===== config.mk =====
export PLATFORM = sky130hd
export DESIGN_NAME = store_buffer_drain_controller
export DESIGN_NICKNAME = d
export VERILOG_FILES = /design/src/rtl/load_store_unit_pkg.sv /design/src/rtl/store_buffer_drain_controller_starve.sv /design/src/rtl/store_buffer_drain_controller.sv
export SDC_FILE = /design/constraint.sdc
export NUM_CORES = 1
export LEC_CHECK = 0
export ABC_CLOCK_PERIOD_IN_PS = 5400
export BUFFER_PORTS_ARGS = -buffer_cell sky130_fd_sc_hd__clkbuf_2
export CAP_MARGIN = 40
export CORE_MARGIN = 4
export CORE_UTILIZATION = 40
export CTS_BUF_LIST = sky130_fd_sc_hd__clkbuf_8
export CTS_CLUSTER_SIZE = 16
export DETAILED_ROUTE_END_ITERATION = 10
export GPL_ROUTABILITY_DRIVEN = 0
export HOLD_SLACK_MARGIN = 0.1
export PLACE_DENSITY = 0.7
export SLEW_MARGIN = 10
export SYNTH_ARGS = -nofsm -noshare
export SYNTH_HDL_FRONTEND = slang
export SYNTH_HIERARCHICAL = 1
export SYNTH_SLANG_ARGS = --single-unit

===== constraint.sdc =====
create_clock -name clk_i -period 5.4 [get_ports clk_i]
set_input_delay 0 -clock clk_i [delete_from_list [all_inputs] [get_ports clk_i]]
set_output_delay 0 -clock clk_i [all_outputs]
set_load 0.01 [all_outputs]

===== src/rtl/load_store_unit_pkg.sv =====
// Shared types for the load/store unit: store width encoding and drain controller states.
package load_store_unit_pkg;

  typedef enum logic [1:0] {
    BYTE = 2'd0,
    HALF = 2'd1,
    WORD = 2'd2
  } store_width_t;

  typedef enum logic [1:0] {
    IDLE,
    LOAD_ISSUE,
    LOAD_WAIT,
    STORE_ISSUE
  } drain_state_t;

endpackage


===== src/rtl/store_buffer_drain_controller_starve.sv =====
// Saturating count of load grants that bypassed a waiting committed store.
module store_starve_counter #(
  parameter int unsigned LIMIT = 4
) (
  input  logic clk_i,
  input  logic rst_n_i,
  input  logic inc_i,
  input  logic clr_i,
  output logic at_limit_o
);

  localparam int unsigned CW = (LIMIT < 1) ? 1 : $clog2(LIMIT + 1);

  logic [CW-1:0] cnt_q;

  always_ff @(posedge clk_i or negedge rst_n_i) begin
    if (!rst_n_i) begin
      cnt_q <= '0;
    end else if (clr_i) begin
      cnt_q <= '0;
    end else if (inc_i && !at_limit_o) begin
      cnt_q <= cnt_q + CW'(1);
    end
  end

  assign at_limit_o = (cnt_q == CW'(LIMIT));

endmodule


===== src/rtl/store_buffer_drain_controller.sv =====
// Arbitrates the single memory port between load reads and store-buffer drains,
// answering forwarded loads without a memory access.
module store_buffer_drain_controller
  import load_store_unit_pkg::*;
#(
  parameter int unsigned ADDR_WIDTH   = 32,
  parameter int unsigned DATA_WIDTH   = 32,
  parameter int unsigned STARVE_LIMIT = 4
) (
  input  logic                  clk_i,
  input  logic                  rst_n_i,
  input  logic                  flush_i,
  input  logic                  load_req_i,
  input  logic [ADDR_WIDTH-1:0] load_address_i,
  output logic                  load_ready_o,
  output logic                  load_valid_o,
  output logic [DATA_WIDTH-1:0] load_data_o,
  input  logic                  buf_empty_i,
  input  logic                  buf_full_i,
  input  logic                  buf_valid_i,
  input  logic [ADDR_WIDTH-1:0] buf_address_i,
  input  logic [DATA_WIDTH-1:0] buf_data_i,
  input  logic [1:0]            buf_width_i,
  output logic                  pull_request_o,
  output logic [ADDR_WIDTH-1:0] fwd_address_o,
  input  logic                  fwd_match_i,
  input  logic [DATA_WIDTH-1:0] fwd_data_i,
  output logic                  mem_read_o,
  output logic                  mem_write_o,
  output logic [ADDR_WIDTH-1:0] mem_address_o,
  output logic [DATA_WIDTH-1:0] mem_data_o,
  output logic [1:0]            mem_width_o,
  input  logic                  mem_ready_i,
  input  logic                  mem_rvalid_i,
  input  logic [DATA_WIDTH-1:0] mem_rdata_i
);

  drain_state_t          state_q;
  logic                  mem_read_q, mem_write_q;
  logic [ADDR_WIDTH-1:0] mem_address_q;
  logic [DATA_WIDTH-1:0] mem_data_q;
  store_width_t          mem_width_q;
  logic [DATA_WIDTH-1:0] load_data_q;
  logic                  load_valid_q, fwd_valid_q, kill_q;

  logic store_ready, force_store, load_accept, starved, starve_inc, starve_clr;

  assign store_ready   = buf_valid_i & ~buf_empty_i;
  assign force_store   = store_ready & (buf_full_i | starved);
  assign load_ready_o  = (state_q == IDLE) & ~flush_i & ~force_store;
  assign load_accept   = load_ready_o & load_req_i;
  assign fwd_address_o = load_address_i;

  assign starve_inc = load_accept & ~fwd_match_i & store_ready;
  assign starve_clr = (state_q == IDLE) & ~load_accept & store_ready;

  store_starve_counter #(
    .LIMIT(STARVE_LIMIT)
  ) u_starve (
    .clk_i     (clk_i),
    .rst_n_i   (rst_n_i),
    .inc_i     (starve_inc),
    .clr_i     (starve_clr),
    .at_limit_o(starved)
  );

  // The store buffer pops on the same cycle memory takes the write.
  assign pull_request_o = mem_write_q & mem_ready_i;

  // A forwarded result is registered, so a flush in its return cycle still cancels it.
  assign load_valid_o  = load_valid_q | (fwd_valid_q & ~flush_i);
  assign load_data_o   = load_data_q;
  assign mem_read_o    = mem_read_q;
  assign mem_write_o   = mem_write_q;
  assign mem_address_o = mem_address_q;
  assign mem_data_o    = mem_data_q;
  assign mem_width_o   = mem_width_q;

  always_ff @(posedge clk_i or negedge rst_n_i) begin
    if (!rst_n_i) begin
      state_q       <= IDLE;
      mem_read_q    <= 1'b0;
      mem_write_q   <= 1'b0;
      mem_address_q <= '0;
      mem_data_q    <= '0;
      mem_width_q   <= BYTE;
      load_data_q   <= '0;
      load_valid_q  <= 1'b0;
      fwd_valid_q   <= 1'b0;
      kill_q        <= 1'b0;
    end else begin
      load_valid_q <= 1'b0;
      fwd_valid_q  <= 1'b0;
      unique case (state_q)
        IDLE: begin
          if (load_accept) begin
            if (fwd_match_i) begin
              fwd_valid_q <= 1'b1;
              load_data_q <= fwd_data_i;
            end else begin
              mem_address_q <= load_address_i;
              mem_read_q    <= 1'b1;
              kill_q        <= 1'b0;
              state_q       <= LOAD_ISSUE;
            end
          end else if (store_ready) begin
            mem_address_q <= buf_address_i;
            mem_data_q    <= buf_data_i;
            mem_width_q   <= store_width_t'(buf_width_i);
            mem_write_q   <= 1'b1;
            state_q       <= STORE_ISSUE;
          end
        end
        LOAD_ISSUE: begin
          if (flush_i) kill_q <= 1'b1;
          if (mem_ready_i) begin
            mem_read_q <= 1'b0;
            state_q    <= LOAD_WAIT;
          end
        end
        LOAD_WAIT: begin
          if (flush_i) kill_q <= 1'b1;
          if (mem_rvalid_i) begin
            load_valid_q <= ~(kill_q | flush_i);
            load_data_q  <= mem_rdata_i;
            state_q      <= IDLE;
          end
        end
        STORE_ISSUE: begin
          // Committed stores complete regardless of flush.
          if (mem_ready_i) begin
            mem_write_q <= 1'b0;
            state_q     <= IDLE;
          end
        end
        default: state_q <= IDLE;
      endcase
    end
  end

endmodule


==> results of run 1 <==
cell usage in the layout, fill, tap and decap left out, drive strengths merged:
| cell type | Yosys | final |
|---|---|---|
| nor4bb | 1 | 1 |
| a21o | 2 | 2 |
| nand2b | 3 | 3 |
| clkbuf | 18 | 315 |
| and2 | 2 | 2 |
| bufinv | 0 | 1 |
| buf | 52 | 11 |
| clkinvlp | 0 | 1 |
| o21ai | 2 | 2 |
| or2 | 2 | 2 |
| dlygate4sd3 | 0 | 166 |
| a311o | 1 | 1 |
| a21boi | 1 | 1 |
| nor3 | 2 | 2 |
| clkinv | 0 | 3 |
| o21bai | 1 | 1 |
| mux2 | 100 | 100 |
| o211ai | 34 | 34 |
| a21oi | 2 | 2 |
| nor2 | 3 | 3 |
| and2b | 1 | 1 |
| nand3b | 2 | 2 |
| dfrtp | 108 | 108 |
| diode | 0 | 1 |
| a31oi | 1 | 1 |
| nand3 | 1 | 1 |
| mux2i | 3 | 3 |
| nand2 | 35 | 35 |
| inv | 39 | 40 |
| nor2b | 35 | 35 |
| a22o | 2 | 2 |
| ha | 7 | 7 |
| o22ai | 32 | 32 |
| and3 | 33 | 33 |
| a211oi | 1 | 1 |
| o311ai | 1 | 1 |
| and4b | 1 | 1 |
routing by layer:
metal  vias to the layer above  GRT usage (%)
li1                       2658              -
met1                      2562           24.1
met2                       247           39.1
met3                        52           4.66
met4                         0           9.54
met5                         -              0
synth_stat cells, drive strengths merged (2+ instances only):
library cell	instances	area, sq um
nand3b	2	15.0
a22o	2	17.5
clkbuf	18	67.6
and2	2	12.5
nor2	3	11.3
buf	52	388
a21oi	2	10.0
mux2	100	1250
o22ai	32	200
o211ai	34	269
or2	2	12.5
mux2i	3	30.0
dfrtp	108	2700
a21o	2	15.0
o21ai	2	13.8
nor2b	35	219
ha	7	87.6
nand2	35	131
and3	33	206
nor3	2	10.0
inv	39	146
nand2b	3	18.8
worst max-delay path, cell delays in order, from the launching register on:
cell	delay [ps]
sky130_fd_sc_hd__dfrtp_1	410
sky130_fd_sc_hd__inv_1	90
sky130_fd_sc_hd__ha_1	330
sky130_fd_sc_hd__nand3b_1	280
sky130_fd_sc_hd__a21o_2	130
sky130_fd_sc_hd__buf_4	560
sky130_fd_sc_hd__mux2_1	380
sky130_fd_sc_hd__dlygate4sd3_1	570
sky130_fd_sc_hd__mux2_2	270
final cells by class:
cell class | count | area share (%)
Antenna cell | 1 | 0.0270
Inverter | 39 | 1.58
Multi-Input combinational cell | 311 | 28.4
Timing Repair Buffer | 482 | 36.0
Sequential cell | 108 | 29.1
Clock inverter | 6 | 0.890
Tap cell | 184 | 2.48
Clock buffer | 10 | 1.48
what timing repair did:
action	CTS	global route
hold buffers	166	0
endpoints found under the hold margin	159	0
setup endpoints to repair	0	0
gates resized for setup	0	0
registers in the layout (all words and copies together), names as in the netlist:
name and cells:
kill_q 1, mem_address_o 32, mem_write_o 1, u_starve/cnt_q 3, state_q 2, load_data_o 32, mem_data_o 32, mem_width_o 2
load_valid_q 1, fwd_valid_q 1, mem_read_o 1
worst max path at each step:
stage	cells after the start	end	slack (ps)
6_report	8	mem_address_o[26]$_DFFE_PN0P_	2230
5_1_grt	8	mem_address_o[26]$_DFFE_PN0P_	2070
4_1_cts	8	mem_address_o[27]$_DFFE_PN0P_	2260
3_5_place_dp	8	mem_address_o[19]$_DFFE_PN0P_	2560
3_3_place_gp	6	load_data_o[31]$_DFFE_PN0P_	2230
2_1_floorplan	11	u_starve/cnt_q[0]$_DFFE_PN0P_	3010
through the flow:
step | util [%] | setup slack [ps]
6_report | 63.8 | 2230
5_1_grt | 63.8 | 2070
4_1_cts | 63.8 | 2260
3_5_place_dp | 50.9 | 2560
3_3_place_gp | 50.2 | 2230
2_1_floorplan | - | 3010
logic make-up after synthesis:
family / count (synthesis) / share of synthesized area, %
simple gates: 121 / 11.3
buf+inv: 109 / 10.2
flops: 108 / 45.7
mux: 103 / 21.6
compound gates: 80 / 9.83
fa+ha+maj: 7 / 1.48
where the power goes:
group	leakage, nW	switching [mW]	total (mW)	internal, mW
sequential	1.29	0.261	1.47	1.21
clock	0.107	0.294	0.530	0.236
combinational	3.26	1.02	2.11	1.08
total	4.66	1.58	4.11	2.53
==> flow_metrics.py, run 1 <==
metrics = {
    "outcome": {
        "outcome": "finished, final reports clean",
    },
    "synthesis": {
        "synth_seq_cells": 108,
        "asyncSetResetFlopFracSynth_pct": 100,
        "ys_warn_count": 6,
        "synth_seq_area_share_pct": 45.7,
        "mappedNetlistArea_sq_mm": 0.00592,
        "synthesis.instances": 528,
        "number_of_nets_produced_by_synthesis": 707,
        "synth.avg_cell_area_sq_um": 11.2,
        "synth-main-ff-cell": "sky130_fd_sc_hd__dfrtp_1",
        "synth_edf_count": 0,
        "synthDistinctLibCells": 38,
    },
    "final_layout": {
        "multi_input_comb_area_sq_mm": 0.00264,
        "post_layout_nonfiller_instances": 1141,
        "synthToLayoutAreaGrowth_pct": 56.7,
        "ratio_of_cells_with_drive_above_1_in_the_final_layout_pct": 45.8,
        "design.final.nets": 1130,
        "regArea_sq_mm": 0.00270,
        "n_fill_cell": 1124,
        "post-route-cell-area_sq_mm": 0.00928,
    },
    "detailed_routing": {
        "route.detailed.drc": 0,
        "routedLengthMet1_microns": 7000,
        "met2_length_microns": 9760,
        "number_of_antenna_violating_nets_in_the_routed_design": 0,
        "top_layer_used": "met4",
        "detailroute.wirelength.met3_microns": 1400,
        "number_of_vias_in_the_routed_layout": 5519,
        "routed_wl_microns": 18800,
        "wire_per_inst_microns": 16.5,
        "viasPerCell": 4.84,
        "drt_pre_antenna_iters": 4,
        "detail_route.iter0.violations": 308,
    },
    "sta": {
        "max_slew_margin_pct": 51.4,
        "worst_slew_pin_slew_ps": 729,
        "final_period_minus_worst_setup_slack_ps": 3170,
        "worst_hold_slack_ps": 130,
        "hold_violations": 0,
        "fin_setup_tns_ps": 0,
        "final.setup_skew_ps": 16.0,
        "slew_violations": 0,
        "final.period_utilization_pct": 58.7,
        "grt_setup_unrepaired": "false",
        "max_clock_freq_ghz": 0.315,
        "final-setup-viol-count": 0,
    },
    "clock_network": {
        "cts_root_buf": "sky130_fd_sc_hd__clkbuf_8",
        "clkSinkCount": 108,
        "clk-insertion-delay-late_ps": 370,
        "clockBufferDepth": 2,
        "path_clk_slew_ps": 120,
        "htreeDepth": 3,
        "tritoncts": "yes",
        "cts-buffers-inserted": 9,
        "cts_setup_buffers": 0,
    },
    "global_route": {
        "gr-usage-all-layers_pct": 21.5,
        "grt_overflow": 0,
        "antenna_violations_before_repair": 0,
        "grt_pass1_wl_microns": 28600,
        "grt_start_max_net_pins": 52,
        "first_global_vias": 5770,
    },
    "placement": {
        "numPortBuffers": 306,
        "detailedPlacementHpwl_microns": 12200,
        "dp.cells": 958,
        "placed_area_sq_mm": 0.00739,
    },
    "flow_run": {
        "max_cap_violations": 0,
    },
    "floorplan": {
        "top_level_ports": 307,
        "fp.coreArea_sq_mm": 0.0145,
        "die-area_sq_mm": 0.0168,
        "initial_core_util_pct": 40.7,
        "die_height_microns": 130,
        "core.rowCount": 44,
        "fp.dieW_microns": 130,
    },
    "setup_path": {
        "r2r_setup_slack_ps": 2230,
        "critical_path.startpoint": "state_q[0]$_DFFE_PN0P_",
        "timing_worst_setup_path_type": "reg -> reg",
        "reg2regPathDepth": 8,
        "critPathLaunchType": "register",
        "cp_max_fo": 42,
        "timing.rr.start": "state_q[0]$_DFFE_PN0P_",
        "end_kind": "register",
        "timing.critical_path.arrival_ps": 3420,
        "critical_path_required_ps": 5650,
        "reg2reg_to": "mem_address_o[26]$_DFFE_PN0P_",
    },
    "power_and_ir_drop": {
        "power.density_mw_per_mm2": 443,
        "static-leakage-power_nw": 4.66,
        "total_power_mw": 4.11,
        "ir_drop_uv": 184,
    },
    "min_path": {
        "hold_path.class": "in -> async",
    },
}
Note: power is estimated with default switching activity, not from simulation.
==> run 2: changes to the inputs <==
--- a/config.mk
+++ b/config.mk
@@ -5,7 +5,7 @@
 export SDC_FILE = /design/constraint.sdc
 export NUM_CORES = 1
 export LEC_CHECK = 0
-export ABC_CLOCK_PERIOD_IN_PS = 5400
+export ABC_CLOCK_PERIOD_IN_PS = 3100
 export BUFFER_PORTS_ARGS = -buffer_cell sky130_fd_sc_hd__clkbuf_2
 export CAP_MARGIN = 40
 export CORE_MARGIN = 4
==> constraint.sdc (replaced) <==
create_clock -name clk_i -period 3.1 [get_ports clk_i]
set_input_delay 0 -clock clk_i [delete_from_list [all_inputs] [get_ports clk_i]]
set_output_delay 0 -clock clk_i [all_outputs]
set_load 0.01 [all_outputs]
==> run 2 against run 1 <==
Compared with the run above: wire length down 1.3%; final area down 0.69%; critical path type unchanged; critical endpoint is now mem_address_o[11]$_DFFE_PN0P_; sequential share of layout area grew 0.20 points; clock-buffer cell count is the same; largest power group unchanged; register-to-register slack lost 2100 ps.
==> flow_metrics.py, run 2 (same netlist as run 1, synthesis figures left out) <==
metrics = {
    "floorplan": {
        "top_level_ports": 307,
        "initial_core_util_pct": 40.7,
        "die_height_microns": 130,
        "core.rowCount": 44,
        "fp.dieW_microns": 130,
        "die-area_sq_mm": 0.0168,
        "fp.coreArea_sq_mm": 0.0145,
    },
    "setup_path": {
        "critical_path_required_ps": 3360,
        "critical_path.startpoint": "u_starve/cnt_q[0]$_DFFE_PN0P_",
        "timing_worst_setup_path_type": "reg -> reg",
        "reg2reg_to": "mem_address_o[11]$_DFFE_PN0P_",
        "r2r_setup_slack_ps": 130,
        "critPathLaunchType": "register",
        "reg2regPathDepth": 9,
        "critical_path.endpoint": "mem_address_o[11]$_DFFE_PN0P_",
        "timing.critical_path.arrival_ps": 3230,
        "cp_max_fo": 29,
        "timing.rr.start": "u_starve/cnt_q[0]$_DFFE_PN0P_",
        "end_kind": "register",
    },
    "flow_run": {
        "max_cap_violations": 0,
    },
    "clock_network": {
        "cts_setup_buffers": 0,
        "htreeDepth": 3,
        "clkSinkCount": 108,
        "clockBufferDepth": 2,
        "path_clk_slew_ps": 110,
        "clk-insertion-delay-late_ps": 380,
        "cts_root_buf": "sky130_fd_sc_hd__clkbuf_8",
        "cts-buffers-inserted": 9,
        "tritoncts": "yes",
    },
    "power_and_ir_drop": {
        "total_power_mw": 6.98,
        "static-leakage-power_nw": 4.64,
        "ir_drop_uv": 369,
        "power.density_mw_per_mm2": 758,
    },
    "sta": {
        "final-setup-viol-count": 0,
        "grt_setup_unrepaired": "false",
        "fin_setup_tns_ps": 0,
        "max_clock_freq_ghz": 0.337,
        "worst_slew_pin_slew_ps": 540,
        "hold_violations": 0,
        "final.period_utilization_pct": 95.8,
        "slew_violations": 0,
        "final.setup_skew_ps": 13.4,
        "max_slew_margin_pct": 64.0,
        "final_period_minus_worst_setup_slack_ps": 2970,
    },
    "global_route": {
        "grt.busiest_layer": "met2",
        "grt.met2_usage_pct": 39.2,
        "met1_routing_resource_usage_after_global_routing_pct": 24.5,
        "grt_util_met3_pct": 5.36,
        "gr-usage-all-layers_pct": 21.5,
        "grt_start_max_net_pins": 71,
        "grt_overflow": 0,
        "antenna_violations_before_repair": 0,
        "first_global_vias": 5759,
        "grt_pass1_wl_microns": 28900,
    },
    "min_path": {
        "hold_path.class": "in -> async",
    },
    "final_layout": {
        "synthToLayoutAreaGrowth_pct": 55.6,
        "ratio_of_cells_with_drive_above_1_in_the_final_layout_pct": 45.9,
        "final_cell_mix": "305 x sky130_fd_sc_hd__clkbuf_2, 166 x sky130_fd_sc_hd__dlygate4sd3_1, 108 x sky130_fd_sc_hd__dfrtp_1",
        "insertedDiodeCount": 0,
        "layout_commonest_cell": "sky130_fd_sc_hd__clkbuf_2",
        "post-route-cell-area_sq_mm": 0.00921,
        "n_fill_cell": 1135,
        "post_layout_nonfiller_instances": 1143,
        "design.final.nets": 1133,
    },
    "detailed_routing": {
        "drt_pre_antenna_iters": 4,
        "routed_wl_microns": 18600,
        "detail_route.iter0.violations": 188,
        "number_of_antenna_violating_nets_in_the_routed_design": 0,
        "wire_per_inst_microns": 16.3,
        "route.detailed.drc": 0,
        "number_of_vias_in_the_routed_layout": 5515,
        "viasPerCell": 4.83,
    },
    "placement": {
        "detailedPlacementHpwl_microns": 12200,
        "numPortBuffers": 306,
        "dp.cells": 961,
        "placed_area_sq_mm": 0.00736,
    },
    "outcome": {
        "outcome": "finished, final reports clean",
    },
}
run 2: where the power goes:
group,internal (mW),leakage (nW),switching (mW),total (mW)
Sequential,2.11,1.29,0.446,2.56
Combinational,1.84,3.26,1.74,3.58
Clock,0.324,0.0926,0.514,0.838
run 2: layout make-up:
cell class              instances  area [sq um]  area share, %
multi-input cells             311          2640           28.6
repair buffers                485          3310           35.9
clock inverters                 6          47.5          0.516
inverters                      39           146           1.59
clock buffers                  10           138           1.49
flip-flops and latches        108          2700           29.3
well taps                     184           230           2.50
run 2: per-stage QoR:
stage	hold WS (ps)	setup WS (ps)	utilization (%)
floorplan	-296	708	-
global placement	8.27	679	50.7
detailed placement	10.2	618	50.7
CTS	120	60.2	63.4
global route	156	20.3	63.4
finish	120	131	63.4
run 2: worst min-delay path by stage:
| stage | startpoint | to | slack (ps) | cells past startpoint |
|---|---|---|---|---|
| global route | rst_n_i | load_data_o[17]$_DFFE_PN0P_ | 160 | 2 |
| floorplan | rst_n_i | fwd_valid_q$_DFF_PN0_ | -300 | 0 |
| detailed placement | rst_n_i | load_data_o[17]$_DFFE_PN0P_ | 10 | 1 |
| CTS | rst_n_i | load_data_o[17]$_DFFE_PN0P_ | 120 | 2 |
| finish | rst_n_i | load_data_o[17]$_DFFE_PN0P_ | 120 | 2 |
| global placement | rst_n_i | load_data_o[17]$_DFFE_PN0P_ | 8 | 1 |
run 2: repair_timing:
action	CTS	global route
hold endpoints to repair	211	0
hold buffers	166	0
gates resized for setup	0	1
endpoints found under the setup margin	0	27
run 2: worst max-delay path, stage by stage (launching register included):
cell,delay [ps]
sky130_fd_sc_hd__dfrtp_1,390
sky130_fd_sc_hd__inv_1,60
sky130_fd_sc_hd__ha_1,230
sky130_fd_sc_hd__and2_1,160
sky130_fd_sc_hd__or2_1,320
sky130_fd_sc_hd__a21o_2,290
sky130_fd_sc_hd__buf_6,230
sky130_fd_sc_hd__mux2_4,330
sky130_fd_sc_hd__dlygate4sd3_1,560
sky130_fd_sc_hd__mux2_2,270
run 2: routing by layer:
layer | wire length [microns] | part of all wire [%]
met1 | 7160 | 39
met2 | 9730 | 52
met3 | 1320 | 7.1
met4 | 384 | 2.1
met5 | 0 | 0
